[config.mk]
export PLATFORM = sky130hd
export DESIGN_NAME = axis_sync_fifo
export DESIGN_NICKNAME = d
export VERILOG_FILES = /design/src/rtl/axis_sync_fifo.sv
export SDC_FILE = /design/constraint.sdc
export NUM_CORES = 1
export LEC_CHECK = 0
export ABC_AREA = 1
export CAP_MARGIN = 10
export CORE_MARGIN = 2
export CORE_UTILIZATION = 61
export CTS_BUF_LIST = sky130_fd_sc_hd__clkbuf_4 sky130_fd_sc_hd__clkbuf_8 sky130_fd_sc_hd__clkbuf_16
export CTS_CLUSTER_DIAMETER = 40
export DETAILED_ROUTE_END_ITERATION = 16
export MAX_ROUTING_LAYER = met4
export PLACE_DENSITY = 0.79
export SETUP_SLACK_MARGIN = 0.5
export SLEW_MARGIN = 20
export SYNTH_ARGS = -nofsm -noshare
export SYNTH_HDL_FRONTEND = slang
export SYNTH_SLANG_ARGS = --single-unit
[constraint.sdc]
create_clock -name axis_aclk -period 3.73 [get_ports axis_aclk]
set_clock_uncertainty 0.2 [all_clocks]
set_input_delay 0.746 -clock axis_aclk [delete_from_list [all_inputs] [get_ports axis_aclk]]
set_output_delay 0.746 -clock axis_aclk [all_outputs]
set_load 0.005 [all_outputs]
[src/rtl/axis_sync_fifo.sv]
// axis_sync_fifo: single-clock AXI4-Stream FIFO (TDATA/TUSER/TLAST).
// Ports: axis_aclk/axis_areset, s_axis_* sink, m_axis_* source;
// AXIS_SYNC_FIFO_STATUS_EN adds fifo_level and almost_full.
// Handshake flags are registered from the next count, so no input
// reaches any output handshake combinationally.
module axis_sync_fifo #(
  parameter int AXIS_TDATA_WIDTH = 32,
  parameter int AXIS_TUSER_WIDTH = 4,
  parameter int FIFO_DEPTH       = 16
`ifdef AXIS_SYNC_FIFO_STATUS_EN
  ,
  parameter int AFULL_LEVEL      = FIFO_DEPTH - 2
`endif
) (
  input  logic                        axis_aclk,
  input  logic                        axis_areset,
  input  logic [AXIS_TDATA_WIDTH-1:0] s_axis_tdata,
  input  logic [AXIS_TUSER_WIDTH-1:0] s_axis_tuser,
  input  logic                        s_axis_tlast,
  input  logic                        s_axis_tvalid,
  output logic                        s_axis_tready,
  output logic [AXIS_TDATA_WIDTH-1:0] m_axis_tdata,
  output logic [AXIS_TUSER_WIDTH-1:0] m_axis_tuser,
  output logic                        m_axis_tlast,
  output logic                        m_axis_tvalid,
  input  logic                        m_axis_tready
`ifdef AXIS_SYNC_FIFO_STATUS_EN
  ,
  output logic [$clog2(FIFO_DEPTH+1)-1:0] fifo_level,
  output logic                            almost_full
`endif
);

  localparam int PW = $clog2(FIFO_DEPTH);
  localparam int CW = $clog2(FIFO_DEPTH + 1);
  localparam int DW = AXIS_TDATA_WIDTH + AXIS_TUSER_WIDTH + 1;

  logic [DW-1:0] mem [FIFO_DEPTH];
  logic [PW-1:0] wr_ptr;
  logic [PW-1:0] rd_ptr;
  logic [CW-1:0] count;
  logic [CW-1:0] count_nxt;
  logic          wr_en;
  logic          rd_en;

  assign wr_en = s_axis_tvalid & s_axis_tready;
  assign rd_en = m_axis_tvalid & m_axis_tready;

  always_comb begin
    count_nxt = count;
    unique case ({wr_en, rd_en})
      2'b10:   count_nxt = count + CW'(1);
      2'b01:   count_nxt = count - CW'(1);
      default: count_nxt = count;
    endcase
  end

  // Storage has no reset; contents are don't-care while empty.
  always_ff @(posedge axis_aclk) begin
    if (wr_en) begin
      mem[wr_ptr] <= {s_axis_tuser, s_axis_tlast, s_axis_tdata};
    end
  end

  always_ff @(posedge axis_aclk or posedge axis_areset) begin
    if (axis_areset) begin
      wr_ptr        <= '0;
      rd_ptr        <= '0;
      count         <= '0;
      s_axis_tready <= 1'b0;
      m_axis_tvalid <= 1'b0;
    end else begin
      if (wr_en) wr_ptr <= wr_ptr + PW'(1);
      if (rd_en) rd_ptr <= rd_ptr + PW'(1);
      count         <= count_nxt;
      s_axis_tready <= (count_nxt != CW'(FIFO_DEPTH));
      m_axis_tvalid <= (count_nxt != '0);
    end
  end

  // First-word fall-through: head entry drives the outputs.
  assign {m_axis_tuser, m_axis_tlast, m_axis_tdata} = mem[rd_ptr];

`ifdef AXIS_SYNC_FIFO_STATUS_EN
  assign fifo_level = count;

  always_ff @(posedge axis_aclk or posedge axis_areset) begin
    if (axis_areset) begin
      almost_full <= 1'b0;
    end else begin
      almost_full <= (count_nxt >= CW'(AFULL_LEVEL));
    end
  end
`endif

endmodule
==> reports/metrics.csv, run 1 <==
metric;value;unit
outcome;completed;
cts.path.max_buffers;3;
synth_simple_gate_area_share;2.35;%
drt-pass1-iter-count;6;
critPathArrivalTime;2520;ps
post_drt_wl_per_cell;28.3;µm
finalSetupViolCount;0;
p_int;16.6;mW
final_max_slew_viol_count;0;
fillers;2000;
start_util;61.6;%
ioPinCount;80;
postRouteAntennaNets;0;
yosysWarnings;0;
final_common_cell;edfxtp_1;
synth-edff-count;592;
p_clk_share;25.9;%
crit_type;flop to output port;
cts_root_buffer;clkbuf_16;
period_share;92.9;%
crit_end;m_axis_tdata[27];
worstSetupStartpointType;flop;
swShare;35.4;%
setup_ws;263;ps
ir_drop;0.528;mV
pwr-share-seq;33.1;%
synth_cell_types;21;
maxCapViolCount;0;
synth-compound-area-share;11.7;%
slew_headroom;50.8;%
final.setup.tns;0;ps
synth.avg_cell_area;14.6;µm²
utilization;76.6;%
cp_data_required_time;2780;ps
gr-usage-all-layers;31.8;%
critPathMaxFanout;16;
clock.fmax;0.288;GHz
cts_buffers;67;
final_cell_mix;592 x edfxtp_1, 167 x inv_1, 148 x o211ai_1, 140 x mux2i_1, 107 x o21ai_1;
cts_tree;built;
fin_crit;3470;ps
num_vias;16100;
place_congestion;0.763;
grt_pass1_vias;15500;
met2_length;33.5;mm
synthXorXnorAreaFrac;0.252;%
cellPowerDensity;848;nW/µm²
rsz0062_at_grt;true;
worst-r2r-cell-count;16;
netlist_area;24400;µm²
switching_power;9.10;mW
drt-initial-drc-count;2240;
grt_max_degree;69;
rows;73;
ys_seq_elements;607;
io_buffer_count;79;
grt_overflow;0;
holdBufCountCts;0;
drive_above_1_share;21.2;%
htree_levels;3;
dp_hpwl;29.7;mm
antenna_found_initial;3;
pwr-share-comb;41.0;%
die_y;204;µm
synth-adder-area-share;0.359;%
final_area;30300;µm²
fp.coreArea;39500;µm²
endpoint_kind;output port;
drt_wl_total;68.8;mm
top_layer_used;met4;
critPathLaunch;rd_ptr[0]$_DFFE_PP0P_;
die_w;204;µm
r2r_slack;1200;ps
post_drt_via_cell_ratio;6.61;
area_growth;24.3;%
path_clk_slew;60;ps
tightest_slew;739;ps
synth_seq_area_share;74.5;%
crit-reg2reg-launch;s_axis_tready$_DFF_PP0_;
ys.flop_type;edfxtp_1;
wl_met1;23.5;mm
grt_pass1_wl;93.9;mm
wl_met3;8.35;mm
synth_top_family_by_area;compound AO/OA/AOI/OAI gates;
post-place-ws;447;ps
p_leak;10.9;nW
cts.sinks;607;
syn_inst;1675;
clock_latency;590;ps
placed_cell_area;26100;µm²
timing_hold_violations_final;0;
synthArstFlopShare;2.47;%
synthMuxAreaShare;6.08;%
dieArea;41600;µm²
rr_endpoint;m_axis_tvalid$_DFF_PP0_;
min_path_type;flop to flop;
drc;0;
synthesis.nets;1723;
nets;1903;
==> sequential cells by signal (all words and copies together), names as in the netlist <==
signal         flops
wr_ptr             4
m_axis_tvalid      1
mem              592
count              5
rd_ptr             4
s_axis_tready      1
==> metal layers <==
layer / vias to the layer above / track usage [%]
li1: 6665 / -
met1: 7876 / 40.3
met2: 1255 / 50.7
met3: 261 / 5.77
met4: 0 / 14.0
met5: - / -
==> cell usage after synthesis (3+ instances only) <==
library cell  count  share of area, %
edfxtp_1        592                73
o21ai_0         174               3.6
inv_1           167               2.6
a21oi_1         148               3.0
mux2i_1         148               6.1
o211ai_1        148               4.6
nand2_1          71               1.1
clkbuf_1         51              0.79
nand3_1          43              0.88
buf_2            27              0.55
o21ai_1          24              0.49
nor2_1           21              0.32
dfrtp_1          15               1.5
buf_6            11              0.51
buf_1             8              0.12
buf_4             8              0.25
ha_1              7              0.36
xor2_1            5              0.18
inv_2             3             0.046
==> per-stage QoR <==
| step | cells | total power, mW | hold slack, ps |
|---|---|---|---|
| 2_1_floorplan | 1675 | 13.1 | 281 |
| 3_3_place_gp | 2241 | 15.8 | 300 |
| 3_5_place_dp | 2241 | 16.1 | 318 |
| 4_1_cts | 2398 | 24.0 | 329 |
| 5_1_grt | 2430 | 26.5 | 395 |
| 6_report | 2430 | 25.7 | 332 |
==> power by group through the flow <==
stage / clock, mW / sequential (mW) / combinational, mW
after detailed placement: 0 / 8.71 / 7.36
after floorplan: 0 / 8.54 / 4.59
after global routing: 6.92 / 8.55 / 11.0
after CTS: 6.58 / 8.47 / 8.93
final: 6.64 / 8.51 / 10.6
after global placement: 0 / 8.68 / 7.15
==> area by class of cell <==
| cell class | count | area [µm²] | area share (%) |
|---|---|---|---|
| tap | 525 | 657 | 2.17 |
| clock buffer | 80 | 1840 | 6.09 |
| timing repair inverter | 1 | 8.76 | 0.0289 |
| inverter | 170 | 654 | 2.16 |
| timing repair buffer | 215 | 2930 | 9.68 |
| antenna | 3 | 7.51 | 0.0248 |
| clock inverter | 36 | 359 | 1.18 |
| sequential | 607 | 18200 | 59.9 |
| multi-input combinational | 793 | 5680 | 18.7 |
==> kinds of logic (layout without fill, tap and decap cells) <==
family / Yosys count / after routing
flip-flops: 607 / 607
AO/OA/AOI/OAI: 494 / 494
buffers and inverters: 275 / 502
multiplexers: 148 / 148
AND/OR/NAND/NOR: 137 / 137
adder cells (fa/ha/maj): 7 / 7
XOR/XNOR: 7 / 7
other: 0 / 3
==> worst max-delay path, stage by stage (launching register included) <==
cell and delay, ps:
dfrtp_4 520, buf_12 160, clkbuf_16 180, buf_16 170, mux2i_1 230, o21ai_1 140
o211ai_1 240, nand2_1 140, buf_2 150
==> what timing repair did <==
| action | CTS | global route |
|---|---|---|
| hold endpoints to repair | 0 | 0 |
| resized for setup | 261 | 166 |
| pin swaps | 67 | 74 |
| gates cloned | 21 | 19 |
| buffers inserted | 20 | 10 |
| setup endpoints to repair | 37 | 36 |
==> worst min path at each step <==
stage / from / end / slack [ps] / depth (start not counted)
final: count[4]$_DFF_PP0_ / count[4]$_DFF_PP0_ / 330 / 2
after global routing: count[3]$_DFF_PP0_ / count[3]$_DFF_PP0_ / 400 / 2
after CTS: count[4]$_DFF_PP0_ / count[4]$_DFF_PP0_ / 330 / 2
after detailed placement: count[4]$_DFF_PP0_ / count[4]$_DFF_PP0_ / 320 / 2
after global placement: count[4]$_DFF_PP0_ / count[4]$_DFF_PP0_ / 300 / 2
after floorplan: count[4]$_DFF_PP0_ / count[4]$_DFF_PP0_ / 280 / 2
Power figures use the tool's default switching activity.
==> run 2, diff against run 1 <==
--- a/config.mk
+++ b/config.mk
@@ -13,7 +13,7 @@
 export CTS_CLUSTER_DIAMETER = 40
 export DETAILED_ROUTE_END_ITERATION = 16
 export MAX_ROUTING_LAYER = met4
-export PLACE_DENSITY = 0.79
+export PLACE_DENSITY = 0.78
 export SETUP_SLACK_MARGIN = 0.5
 export SLEW_MARGIN = 20
 export SYNTH_ARGS = -nofsm -noshare
==> run 2 against run 1 <==
Clock-buffer cell count stayed put. Register-to-register slack better by 140 ps. Sequential power hardly changed. Worst hold slack better by 4.3 ps. Cell count is 0.78% higher. Flip-flop and latch count stayed put. Critical endpoint is now m_axis_tdata[30]. Largest power group unchanged.
==> reports/metrics.csv, run 2 (same netlist as run 1, synthesis figures left out) <==
metric;value;unit;change
post_drt_wl_per_cell;28.6;µm;+1.0%
dp_cells;2235;;-0.27%
p_int;17.5;mW;+5.1%
antenna_found_initial;0;;-3
multi_input_area;5700;µm²;+0.37%
htree_levels;3;;unchanged
drc;0;;unchanged
dieArea;41600;µm²;unchanged
fin_crit;3540;ps;+70.7 ps
endpoint_kind;output port;;
outcome;completed;;
swShare;35.0;%;-0.45 points
p_clk_share;26.5;%;+0.6 points
critPathArrivalTime;2590;ps;+70 ps
start_util;61.6;%;unchanged
drt_wl_total;70.1;mm;+1.8%
hold-path-endpoint;count[3]$_DFF_PP0_;;
regArea;18200;µm²;unchanged
cts_buffers;69;;+3.0%
slew_headroom;50.4;%;-0.31 points
rr_endpoint;mem[15][1]$_DFFE_PP_;;
drt-pass1-iter-count;6;;unchanged
final_area;30900;µm²;+2.1%
clock.fmax;0.283;GHz;-2.0%
postRouteAntennaNets;0;;unchanged
crit_type;flop to output port;;
grt_pass1_vias;16000;;+2.9%
die_w;204;µm;unchanged
pwr-share-seq;31.8;%;-1.3 points
final_max_slew_viol_count;0;;unchanged
die_y;204;µm;unchanged
cts.sinks;607;;unchanged
largest_reg_flops;592;;unchanged
path_clk_slew;60;ps;about the same
crit-reg2reg-launch;s_axis_tready$_DFF_PP0_;;
rsz0062_at_grt;true;;
pwr-share-comb;41.7;%;+0.7 points
cts.path.max_buffers;3;;unchanged
min_path_type;flop to flop;;
clock_latency;580;ps;about the same
drive_above_1_share;23.2;%;+2.0 points
post_drt_via_cell_ratio;6.59;;-0.34%
period_share;94.8;%;+1.9 points
fillers;1911;;-4.5%
whs_path_depth;2;;unchanged
placed_cell_area;26200;µm²;+0.26%
area_growth;26.9;%;
timing_hold_violations_final;0;;unchanged
grt_max_degree;80;;+16%
dp_hpwl;28.2;mm;-5.2%
final_cell_mix;592 x edfxtp_1, 167 x inv_1, 148 x o211ai_1, 130 x mux2i_1, 108 x o21ai_1;;
fp.coreArea;39500;µm²;unchanged
cp_data_required_time;2780;ps;about the same
num_vias;16100;;+0.44%
gr-usage-all-layers;33.2;%;+1.4 points
io_buffer_count;79;;unchanged
cellPowerDensity;867;nW/µm²;+2.3%
top_register;mem;;
finalSetupViolCount;0;;unchanged
nets;1919;;+0.84%
rows;73;;unchanged
finalNonFillerCells;2449;;+0.78%
setup_ws;192;ps;-70.7 ps
p_leak;11.2;nW;+2.1%
ir_drop;0.563;mV;+6.6%
holdWs;336;ps;+4.32 ps
reg.largest.list;mem: 592 flops, count: 5 flops;;
grt_overflow;0;;unchanged
ioPinCount;80;;unchanged
r2r_slack;1340;ps;+140 ps
drt-initial-drc-count;2318;;+3.5%
place_congestion;0.781;;+2.3%
maxCapViolCount;0;;unchanged
post-place-ws;545;ps;+98.3 ps
holdBufCountCts;0;;unchanged
worst-r2r-cell-count;5;;-11
final_common_cell;edfxtp_1;;
critPathMaxFanout;7;;-9
hold_path.startpoint;count[3]$_DFF_PP0_;;
cts_tree;built;;
tightest_slew;743;ps;+4.61 ps
grt_pass1_wl;98.2;mm;+4.6%
cts_root_buffer;clkbuf_16;;
final.setup.tns;0;ps;unchanged
switching_power;9.38;mW;+3.1%
worstSetupStartpointType;flop;;
run 2: changes by cell type in the layout (fill, tap and decap cells not counted), moves of 10 or more:
cell and delta:
buf_12 +10, buf_4 -11, buf_16 +15, mux2i_1 -10, clkbuf_16 -12, mux2i_2 +11
run 2: worst max-delay path, stage by stage, from the launching register on:
cell	delay [ps]
dfrtp_4	560
buf_12	170
buf_16	150
buf_12	130
buf_16	130
a21oi_2	180
o21ai_1	100
o21ai_1	120
o211ai_1	160
nand2_2	160
buf_2	130
run 2: cell type report:
class	instances	share of cell area [%]
multi-input cells	793	18.4
diodes	1	0.00809
inverters	170	2.07
repair buffers	230	10.9
flip-flops and latches	607	58.7
clock inverters	43	1.69
clock buffers	80	6.04
well taps	525	2.12
run 2: what timing repair did:
action,CTS,global route
gates cloned,42,6
setup buffers,31,11
pin swaps,109,95
gates resized for setup,361,119
endpoints found under the setup margin,37,37
run 2: how the worst max path moves through the flow:
stage	startpoint	to	slack, ps	depth (start not counted)
after global routing	rd_ptr[0]$_DFFE_PP0P_	m_axis_tdata[30]	150	10
after global placement	rd_ptr[0]$_DFFE_PP0P_	m_axis_tdata[27]	620	6
after floorplan	s_axis_tvalid	mem[11][0]$_DFFE_PP_	340	4
after detailed placement	s_axis_tvalid	mem[7][27]$_DFFE_PP_	550	6
final	rd_ptr[0]$_DFFE_PP0P_	m_axis_tdata[30]	190	10
after CTS	rd_ptr[0]$_DFFE_PP0P_	m_axis_tdata[5]	340	9
run 2: power groups by stage:
stage	sequential (mW)	clock, mW	combinational, mW
detailed placement	8.65	0	7.38
global placement	8.62	0	7.22
CTS	8.48	7.04	9.98
floorplan	8.54	0	4.59
finish	8.54	7.11	11.2
global route	8.58	7.41	11.7
run 2: metrics by stage:
stage | utilization [%] | power [mW]
after floorplan | - | 13.1
after global placement | 66.2 | 15.8
after detailed placement | 66.2 | 16.0
after CTS | 76.7 | 25.5
after global routing | 78.2 | 27.7
final | 78.2 | 26.8
run 2: routing by layer:
layer | share of wire [%] | GRT usage, %
met5 | 0 | -
met4 | 4.7 | 14.6
met3 | 12 | 6.27
met2 | 49 | 51.8
met1 | 34 | 43.1
==> run 3, diff against run 2 <==
--- a/config.mk
+++ b/config.mk
@@ -14,6 +14,7 @@
 export DETAILED_ROUTE_END_ITERATION = 16
 export MAX_ROUTING_LAYER = met4
 export PLACE_DENSITY = 0.78
+export RECOVER_POWER = 25
 export SETUP_SLACK_MARGIN = 0.5
 export SLEW_MARGIN = 20
 export SYNTH_ARGS = -nofsm -noshare
==> constraint.sdc (replaced) <==
create_clock -name axis_aclk -period 3.73 [get_ports axis_aclk]
set_clock_uncertainty 0.2 [all_clocks]
set_input_delay 0.373 -clock axis_aclk [delete_from_list [all_inputs] [get_ports axis_aclk]]
set_output_delay 0.373 -clock axis_aclk [all_outputs]
set_load 0.005 [all_outputs]
==> run 3 against run 2 <==
Total power shrank 12%. Clock power shrank 9.0%. Wire length decreased by 13%. Non-clock buffer count decreased by 69. Fmax is 6.1% higher. Via count decreased by 5.9%.
==> reports/metrics.csv, run 3 (same netlist as run 1, synthesis figures left out) <==
metric;value;unit;change
postRouteAntennaNets;0;;unchanged
timing_hold_violations_final;0;;unchanged
final_cell_mix;592 x edfxtp_1, 167 x inv_1, 154 x o21ai_0, 148 x o211ai_1, 147 x mux2i_1;;
maxCapViolCount;0;;unchanged
clock_latency;580;ps;about the same
nets;1849;;-3.6%
ir_drop;0.519;mV;-7.9%
cts.sinks;607;;unchanged
slew_headroom;50.3;%;-0.12 points
io_buffer_count;79;;unchanged
drt_wl_total;60.7;mm;-13%
die_y;204;µm;unchanged
cp_data_required_time;3160;ps;+380 ps
crit_top_cell;o211ai_1;;
p_leak;10.5;nW;-6.0%
start_util;61.6;%;unchanged
drt-pass1-iter-count;5;;-1
period_share;89.4;%;-5.5 points
r2r_slack;1180;ps;-160 ps
final.setup.tns;0;ps;unchanged
path_clk_slew;60;ps;about the same
dieArea;41600;µm²;unchanged
final_max_slew_viol_count;0;;unchanged
rows;73;;unchanged
crit_type;flop to output port;;
largest_reg_flops;592;;unchanged
fin_crit;3330;ps;-205 ps
grt_overflow;0;;unchanged
critical_path.cell_chain;buf_16 -> a21oi_1 -> o21ai_0 -> o211ai_1 -> o211ai_1 -> nand2_1 -> clkdlybuf4s50_1;;
antenna_found_initial;1;;+1
dp_hpwl;28.9;mm;+2.6%
outcome;completed;;
grt_pass1_wl;87.3;mm;-11%
grt_pass1_vias;15000;;-6.3%
drive_above_1_share;12.9;%;-10 points
drc;0;;unchanged
critPathArrivalTime;2760;ps;+170 ps
dp_cells;2225;;-0.45%
cellPowerDensity;814;nW/µm²;-6.1%
final_common_cell;edfxtp_1;;
endpoint_kind;output port;;
fp.coreArea;39500;µm²;unchanged
area_growth;19.4;%;
max_stage_delay;590;ps;+30 ps
grt_max_degree;72;;-10%
cts_tree;built;;
tightest_slew;745;ps;+1.82 ps
drt-initial-drc-count;1901;;-18%
critPathMaxFanout;48;;+41
place_congestion;0.763;;-2.2%
finalNonFillerCells;2375;;-3.0%
post_drt_via_cell_ratio;6.39;;-3.0%
htree_levels;3;;unchanged
reg.largest.list;mem: 592 flops, count: 5 flops;;
cpMaxStageDelayCell;dfrtp_4;;
post_drt_wl_per_cell;25.6;µm;-11%
worstSetupStartpointType;flop;;
num_vias;15200;;-5.9%
gr-usage-all-layers;29.4;%;-3.9 points
cts_root_buffer;clkbuf_16;;
cts_buffers;68;;-1.4%
min_path_type;input pin to flop;;
ioPinCount;80;;unchanged
cts.path.max_buffers;3;;unchanged
rsz0062_at_grt;true;;
finalSetupViolCount;0;;unchanged
clock.fmax;0.300;GHz;+6.1%
top_register;mem;;
die_w;204;µm;unchanged
==> run 3: cell types whose count changed in the layout (fill, tap and decap cells not counted), sizes merged, moves of 2 or more <==
cell	previous run	this run
buf	173	70
dlymetal6s2s	0	12
clkdlybuf4s50	42	36
bufinv	9	5
dlygate4sd2	2	9
clkbuf	87	91
bufbuf	5	2
clkinvlp	5	3
dlygate4sd3	0	23
==> run 3: what timing repair did <==
action	4_1_cts	5_1_grt
pin swaps	7	23
gates resized for setup	32	65
hold buffers	1	0
endpoints found under the hold margin	15	0
endpoints found under the setup margin	37	32
setup buffers	15	0
cloned	6	9
==> run 3: final timing paths <==
| check | depth (start not counted) | startpoint | to |
|---|---|---|---|
| min reg2reg | 2 | count[4]$_DFF_PP0_ | count[4]$_DFF_PP0_ |
| max reg2reg | 5 | s_axis_tready$_DFF_PP0_ | mem[6][23]$_DFFE_PP_ |
| min in group asynchronous | 3 | axis_areset | wr_ptr[1]$_DFFE_PP0P_ |
| max in group asynchronous | 3 | axis_areset | rd_ptr[0]$_DFFE_PP0P_ |
| max | 7 | rd_ptr[1]$_DFFE_PP0P_ | m_axis_tlast |
| min | 3 | m_axis_tready | rd_ptr[0]$_DFFE_PP0P_ |
==> run 3: final cells by class <==
cell class,count,area [µm²]
flip-flops and latches,607,18200
diodes,2,5.00
repair buffers,161,2210
well taps,525,657
fillers,2210,10400
multi-input cells,793,5250
clock buffers,82,1820
clock inverters,35,345
inverters,170,651
==> run 3: routing by layer <==
layer	track usage (%)	vias up	wire length, µm
met5	-	-	0
met4	11.3	0	1820
met3	5.20	156	6180
met2	46.6	928	30000
met1	38.4	7540	22700
li1	-	6550	-
==> run 3: worst max-delay path: cells and delay by family, from the launching register on <==
kind	cells	cell delay, ps
flip-flops	1	590
AND/OR/NAND/NOR	1	140
buffers and inverters	2	770
AO/OA/AOI/OAI	4	610
==> run 3: power breakdown <==
group,switching [mW],leakage [nW],internal (mW)
logic,5.22,3.92,3.51
clock network,2.61,1.08,3.86
registers,0.240,5.52,8.26
==> run 3: metrics by stage <==
stage / util, % / total power, mW / setup slack, ps / hold WS (ps) / cell area, µm²
5_1_grt: 73.6 / 24.6 / 355 / 313 / 29100
6_report: 73.6 / 23.7 / 397 / 280 / 29100
2_1_floorplan: - / 13.1 / 717 / 74.5 / 24400
3_3_place_gp: 66.0 / 15.7 / 712 / 305 / 26100
4_1_cts: 72.6 / 23.1 / 428 / 268 / 28700
3_5_place_dp: 66.0 / 16.0 / 628 / 332 / 26100
